## src/rtl/serial_adder_pkg.sv

```systemverilog
// serial_adder_pkg: shared FSM encodings and counter-width helper for the serial arithmetic blocks
package serial_adder_pkg;
    localparam logic [1:0] ST_IDLE  = 2'd0;
    localparam logic [1:0] ST_SHIFT = 2'd1;
    localparam logic [1:0] ST_DONE  = 2'd2;

    function automatic int cnt_width(input int n);
        int r;
        r = 1;
        for (int i = 1; i < 32; i++)
            if ((1 << i) < n) r = i + 1;
        return r;
    endfunction
endpackage

```

## src/rtl/serial_adder_if.sv

```systemverilog
// serial_adder_if: load/done handshake and result bus of the bit-serial adder
interface serial_adder_if #(parameter int WIDTH = 8);
    logic             start;
    logic [WIDTH-1:0] a_in;
    logic [WIDTH-1:0] b_in;
    logic             cin;
    logic [WIDTH-1:0] sum;
    logic             cout;
    logic             busy;
    logic             done;

    modport master (output start, a_in, b_in, cin, input sum, cout, busy, done);
    modport slave  (input start, a_in, b_in, cin, output sum, cout, busy, done);
endinterface

```

## src/rtl/serial_adder_full_adder_cell.sv

```systemverilog
// full_adder_cell: 1-bit combinational full adder, counterpart of the subtractor cell
module full_adder_cell (
    input  logic x,
    input  logic y,
    input  logic z,
    output logic s,
    output logic c
);
    assign s = x ^ y ^ z;
    assign c = (x & y) | (z & (x ^ y));
endmodule

```

## src/rtl/serial_adder.sv

```systemverilog
// serial_adder: LSB-first bit-serial adder, {cout,sum} = a_in + b_in + cin after WIDTH cycles
module serial_adder
    import serial_adder_pkg::*;
#(
    parameter int WIDTH = 8
) (
    input logic           clk,
    input logic           rst,
    serial_adder_if.slave bus
);
    localparam int CW = cnt_width(WIDTH);

    logic [1:0]       state;
    logic [CW-1:0]    cnt;
    logic [WIDTH-1:0] a_q;
    logic [WIDTH-1:0] b_q;
    logic [WIDTH-1:0] s_q;
    logic             carry;
    logic             cout_q;
    logic             s_bit;
    logic             c_bit;
    logic             accept;

    full_adder_cell u_cell (.x(a_q[0]), .y(b_q[0]), .z(carry), .s(s_bit), .c(c_bit));

    assign accept = bus.start && (state != ST_SHIFT);

    always_ff @(posedge clk) begin
        if (rst) begin
            state  <= ST_IDLE;
            cnt    <= '0;
            a_q    <= '0;
            b_q    <= '0;
            s_q    <= '0;
            carry  <= 1'b0;
            cout_q <= 1'b0;
        end else if (accept) begin
            a_q   <= bus.a_in;
            b_q   <= bus.b_in;
            carry <= bus.cin;
            cnt   <= '0;
            state <= ST_SHIFT;
        end else if (state == ST_SHIFT) begin
            s_q   <= {s_bit, s_q[WIDTH-1:1]};
            a_q   <= a_q >> 1;
            b_q   <= b_q >> 1;
            carry <= c_bit;
            cnt   <= cnt + CW'(1);
            if (cnt == CW'(WIDTH - 1)) begin
                cout_q <= c_bit;
                cnt    <= '0;
                state  <= ST_DONE;
            end
        end else begin
            state <= ST_IDLE;
        end
    end

    assign bus.sum  = s_q;
    assign bus.cout = cout_q;
    assign bus.busy = (state == ST_SHIFT);
    assign bus.done = (state == ST_DONE);
endmodule
```

## src/flat_wrapper.sv

```systemverilog
// flat-port wrapper written by rule: the top's interface ports become plain ports
module serial_adder_flat import serial_adder_pkg::*;
#(
    parameter int WIDTH = 8
)
  (clk, rst, bus_start, bus_a_in, bus_b_in, bus_cin, bus_sum, bus_cout, bus_busy, bus_done);
  serial_adder_if #(.WIDTH(WIDTH)) bus_i ();
  input logic clk;
  input logic rst;
  input wire logic [$bits(bus_i.start)-1:0] bus_start;
  input wire logic [$bits(bus_i.a_in)-1:0] bus_a_in;
  input wire logic [$bits(bus_i.b_in)-1:0] bus_b_in;
  input wire logic [$bits(bus_i.cin)-1:0] bus_cin;
  output wire logic [$bits(bus_i.sum)-1:0] bus_sum;
  output wire logic [$bits(bus_i.cout)-1:0] bus_cout;
  output wire logic [$bits(bus_i.busy)-1:0] bus_busy;
  output wire logic [$bits(bus_i.done)-1:0] bus_done;
  assign bus_i.start = bus_start;
  assign bus_i.a_in = bus_a_in;
  assign bus_i.b_in = bus_b_in;
  assign bus_i.cin = bus_cin;
  assign bus_sum = bus_i.sum;
  assign bus_cout = bus_i.cout;
  assign bus_busy = bus_i.busy;
  assign bus_done = bus_i.done;
  serial_adder #(.WIDTH(WIDTH)) u_core (.clk(clk), .rst(rst), .bus(bus_i));
endmodule
```

## config.mk

```make
export PLATFORM = sky130hd
export DESIGN_NAME = serial_adder_flat
export DESIGN_NICKNAME = d
export VERILOG_FILES = /design/src/rtl/serial_adder_pkg.sv /design/src/rtl/serial_adder_if.sv /design/src/rtl/serial_adder_full_adder_cell.sv /design/src/rtl/serial_adder.sv /design/src/flat_wrapper.sv
export SDC_FILE = /design/constraint.sdc
export NUM_CORES = 1
export LEC_CHECK = 0
export ABC_AREA = 1
export ABC_CLOCK_PERIOD_IN_PS = 2500
export BUFFER_PORTS_ARGS = -buffer_cell sky130_fd_sc_hd__buf_2
export CORE_MARGIN = 5
export CORE_UTILIZATION = 55
export DETAILED_ROUTE_END_ITERATION = 16
export PLACE_DENSITY = 0.77
export REMOVE_ABC_BUFFERS = 1
export SYNTH_ARGS = -nofsm -noshare
export SYNTH_HDL_FRONTEND = slang
export SYNTH_SLANG_ARGS = --single-unit
```

## constraint.sdc

```tcl
create_clock -name clk -period 2.5 [get_ports clk]
set_clock_uncertainty 0.2 [all_clocks]
set_input_delay 0.5 -clock clk [delete_from_list [all_inputs] [get_ports clk]]
set_output_delay 0.5 -clock clk [all_outputs]
set_load 0.02 [all_outputs]
```

* Word-level counts from Yosys, hierarchy flattened *
Cells that the tools add are included.

cells by class
  $add $sub $neg = 1
  equal/unequal tests = 5
  muxes and demuxes = 10
  reductions and logical operators = 6
  bitwise operators = 7

operators by type and width
  cell                                                                    count
  32-bit by 1-bit adder with 32-bit output, second input constant         1
  32-bit by 3-bit equality test with 1-bit output, second input constant  1
  32-bit two-way mux                                                      1
  8-bit two-way mux                                                       4
  1-bit two-way mux                                                       5
  3-bit by 1-bit != test with 1-bit output, second input constant         1
  3-bit AND reduction                                                     1
  3-bit OR reduction                                                      1
  1-bit bitwise AND                                                       2
  2-bit by 1-bit equality test with 1-bit output, second input constant   1
  2-bit equality test, second input constant                              1
  2-bit by 1-bit != test with 1-bit output, second input constant         1
  1-bit inverter                                                          2
  2-bit AND reduction                                                     1
  2-bit nonzero test                                                      1
  2-bit OR reduction                                                      1
  1-bit XOR                                                               2
  1-bit logical AND                                                       1
  1-bit OR                                                                1

storage, ports and cells
  flip-flop bits (word level) = 60
  logic and storage cells = 37

* Logic depth before layout (Yosys ltp) *
  depth after elaboration = 5
  depth in mapped cells = 10
  gate-level depth less buffers = 10

* By module *
A second synthesis with hierarchy kept.

second synthesis, totals
  cell total of the unflattened synthesis = 490
  area total of the unflattened synthesis = 3279.4 µm²

by module, submodules not included
  module           area an instance (µm²)  cells each  sequential area each (µm²)  instances
  serial_adder     3259.4                  489         1201.2                      1
  full_adder_cell  20.0                    1           0.0                         1

* Worst setup path before layout *
No wires, ideal clock.

  path kind = register to output
  start point = register u_core.state[0]
  end point = output port bus_busy
  path slack = 833 ps
  cell stages (with the launch flop) = 4
  data required time = 1800 ps
  buffers on the path = 1
  data arrival time = 967 ps
  path through = dfxtp_1 > inv_2 > nor2_4 > clkbuf_1

between the ends
  longest elaborated chain between the ends = 1

RTL lines
  element                                         line                text
  from (decl)                                     serial_adder.sv:13  logic [1:0] state;
  from (signal assigned)                          serial_adder.sv:30  state <= ST_IDLE;
  from (signal assigned)                          serial_adder.sv:42  state <= ST_SHIFT;
  from (signal assigned)                          serial_adder.sv:52  state <= ST_DONE;
  2-bit by 1-bit equality test with 1-bit output  serial_adder.sv:61  assign bus.busy = (state == ST_SHIFT);
  to (decl)                                       flat_wrapper.sv:16  output wire logic [$bits(bus_i.busy)-1:0] bus_busy;

Every way passes these cells.

* Worst setup path in the final report *
Same ends and word-level chain as after synthesis.

==> results.txt <==
The run finished with clean final reports. The maximum cell stage delay along the critical path came out at 0.38 ns. The sort of element at the start of the critical path is a register. For the initial standard-cell utilization of the core, the log shows 56.3%. The number of clock sinks seen by CTS was 60; the total number of H-tree levels was 3. Leaving out fill and tap cells, the most frequent cell in the layout is sky130_fd_sc_hd__nand2_1. The maximum net fanout on the critical path is 11. The overflow left after global routing is 0.

The largest individual stage delay along the critical path comes from the cell sky130_fd_sc_hd__dfxtp_1. Hold repair after CTS inserted 0 buffers. The flop-to-flop setup slack is 0.64 ns, and the clock transition at the registers of the reported paths is 0.08 ns. For this design the static power due to leakage is 1.75 nW. The number of vias per cell after detailed routing works out to 5.13. The antenna violation net count after detailed routing was 0.

The library cells used most frequently in the layout, excluding fill and tap cells, are sky130_fd_sc_hd__nand2_1, sky130_fd_sc_hd__nor2_1, sky130_fd_sc_hd__inv_1, sky130_fd_sc_hd__dfxtp_1, sky130_fd_sc_hd__nand3_1. Measured along the x axis, the die boundary spans 87.9 microns. Data arrival time at the worst-slack endpoint: 1.40 ns.

Clock tree synthesis selected as its root buffer the cell sky130_fd_sc_hd__clkbuf_8. The area growth from synthesis to layout is 11.7%. For this run, the post-layout net count is 565.

The maximum number of pins on one net before global-route repair was 29; the worst setup margin was 0.402 ns. The synthesis-stage register bit count came out at 60. In the routed design, unresolved DRC markers number 0. Launching point of the worst reg2reg path: u_core.state[1]. The critical path in this run is classified as reg -> out. Based on the critical path, the design can be clocked at up to 477 MHz. The mapped netlist covers 3330 sq um. The tools report the number of standard-cell rows in the floorplan as 28. TritonCTS built the clock tree. After the first detailed-routing iteration, the DRC count stood at 247.

The share of the clock period used by the worst path after layout was 83.9%; the top-level I/O count was 31. The worst hold path passes through 2 cells. The die is 87.9 microns tall.

VDD sags by at most 0.331 mV. The pre-antenna-repair detailed-routing pass consisted of 6 iterations. The total design power is 2.16 mW, and the global-route wire length before repair is 13.0 mm. The wire-length estimate of the detail-placed layout is 5.78 mm. The tool flagged a number of max-cap violations equal to 0. At the placement stage, the worst setup path has a slack of 0.545 ns. The area of the die is 7720 sq um, and the mean area per synthesized cell is 6.46 sq um. At the pin with the least slew margin, the transition time is 0.711 ns. Yosys mapped the design onto 29 distinct sky130hd cell types. The critical path data required time came out at 1.80 ns. The wire length per cell is 12.6 microns, and the share of final-layout standard cells stronger than drive strength 1 is 12.6%. The count of input and output buffers is 30.

The worst setup path is captured at an output port. The worst hold path terminates at u_core.b_q[7]. Number of antenna violations at the first check in global routing: 0.

The length in cells of the worst reg-to-reg path works out to 7. Overall via count from detail_route: 3,194. The tools report the max-slew violation total from the final report as 0. The run gives 0.34 ns as the latest clock arrival within the worst-skew pair.

Area of the placeable core: 5920 sq um. The logs give 0.952 for the final weighted congestion in routability-driven placement and 0 for the total number of yosys warnings. In this run the critical register-to-register path is captured at u_core.cnt[12]. The number of global-route vias before repair came out at 2,838. The path class of the tightest hold or removal check is in -> reg. The number of hold-slack violations in the final timing report is 0, and the number of CTS-inserted buffers is 9. Setup repair after global routing left no endpoint under its margin. Headroom to the max-slew limit came out at 52.5%. Post-CTS repair changed the size of 0 cells.

For the final routed database, the setup TNS stands at 0 ns. After synthesis, flip-flops and latches occupy 36.0% of the total area. The ratio of total power to cell area works out to 580 nW/um^2. The cell count after synthesis came out at 516. The count of antenna diodes in the layout was 0.

The maximum buffer depth of the clock tree is 2. In this run the most critical hold path is launched from rst. The worst path in the final design needs a cycle of 2.10 ns, including I/O delays and setup.

The buffer count from post-CTS setup fixing was 0. Setup violations remaining at the end of the flow were counted as 0. In the global route stage, overall resource usage came out at 21.6%. The total wirelength of the detailed-routed design is 7.84 mm.

Traced cell by cell, the critical path runs through inv_2 > nor2_4 > buf_4 > buf_2.
## synth_stat cells
cell type	number	area, sq um
sky130_fd_sc_hd__a21oi_1	11	55.1
sky130_fd_sc_hd__buf_1	2	7.51
sky130_fd_sc_hd__buf_2	11	55.1
sky130_fd_sc_hd__buf_6	2	22.5
sky130_fd_sc_hd__clkbuf_1	2	7.51
sky130_fd_sc_hd__dfxtp_1	60	1200
sky130_fd_sc_hd__fa_1	1	20.0
sky130_fd_sc_hd__ha_1	1	12.5
sky130_fd_sc_hd__inv_1	80	300
sky130_fd_sc_hd__inv_2	4	15.0
sky130_fd_sc_hd__nand2_1	121	454
sky130_fd_sc_hd__nand2_2	3	18.8
sky130_fd_sc_hd__nand2_4	2	22.5
sky130_fd_sc_hd__nand3_1	33	165
sky130_fd_sc_hd__nand3_2	1	10.0
sky130_fd_sc_hd__nand4_1	10	62.6
sky130_fd_sc_hd__nor2_1	108	405
sky130_fd_sc_hd__nor2_2	4	25.0
sky130_fd_sc_hd__nor2_4	3	33.8
sky130_fd_sc_hd__nor2_8	3	60.1
sky130_fd_sc_hd__nor3_1	7	35.0
sky130_fd_sc_hd__nor3_2	1	10.0
sky130_fd_sc_hd__nor4_1	1	6.26
sky130_fd_sc_hd__o211ai_1	1	7.51
sky130_fd_sc_hd__o21ai_0	13	65.1
sky130_fd_sc_hd__o21ai_1	2	10.0
sky130_fd_sc_hd__o221ai_1	13	114
sky130_fd_sc_hd__or2_1	3	18.8
sky130_fd_sc_hd__xor2_1	13	114
## flip-flops by register name, summed over array words and instances, names as in the netlist
signal,count
u_core.cnt,32
u_core.state,2
u_core.b_q,8
u_core.bus.cout,1
u_core.bus.sum,8
u_core.carry,1
u_core.a_q,8
## final cells by class
type,instances,area (sq um)
inverters,84,315
flip-flops and latches,60,1200
clock inverters,6,88.8
repair buffers,33,173
clock buffers,10,128
fillers,535,2200
multi-input cells,355,1730
well taps,75,93.8
## worst max-delay path, delay by kind of cell, from the launching register on
kind                   cells  cell delay (ns)
flip-flops                 1             0.38
buffers and inverters      3             0.47
AND/OR/NAND/NOR            1             0.21
## logic make-up after synthesis
family                     share of synthesized area (%)
DFF                                                 36.0
and+or+nand+nor                                     39.8
AOI/OAI and AO/OA                                   7.54
xor gates and xnor gates                            3.41
adders and majority gates                          0.976
buffers and inverters                               12.2
## where the power goes
| part | internal [mW] | switching, mW |
|---|---|---|
| combinational | 0.0628 | 0.118 |
| sequential | 0.986 | 0.0156 |
| clock | 0.561 | 0.415 |
## how the worst max path moves through the flow
stage / from / to
6_report: u_core.state[0] / bus_busy
5_1_grt: u_core.state[0] / bus_busy
4_1_cts: u_core.state[0] / bus_busy
3_5_place_dp: bus_start / u_core.cnt[12]
3_3_place_gp: bus_start / u_core.cnt[12]
2_1_floorplan: u_core.state[1] / u_core.cnt[12]
## stage by stage
step | cell area (sq um) | hold slack, ns | cells | util [%]
3_5_place_dp | 3510 | 0.280 | 607 | 59.3
6_report | 3720 | 0.198 | 623 | 62.9
4_1_cts | 3720 | 0.189 | 623 | 62.9
2_1_floorplan | 3240 | 0.270 | 499 | -
5_1_grt | 3720 | 0.197 | 623 | 62.9
3_3_place_gp | 3510 | 0.262 | 607 | 59.3
## layer usage
layer | track usage, % | up-vias | part of all wire, %
li1 | - | 1647 | -
met4 | 9.76 | 0 | 2.1
met3 | 4.42 | 15 | 6.3
met1 | 29.7 | 1427 | 47
met5 | 0 | - | 0
met2 | 32.4 | 105 | 44
(Power assumes the default switching activity.)
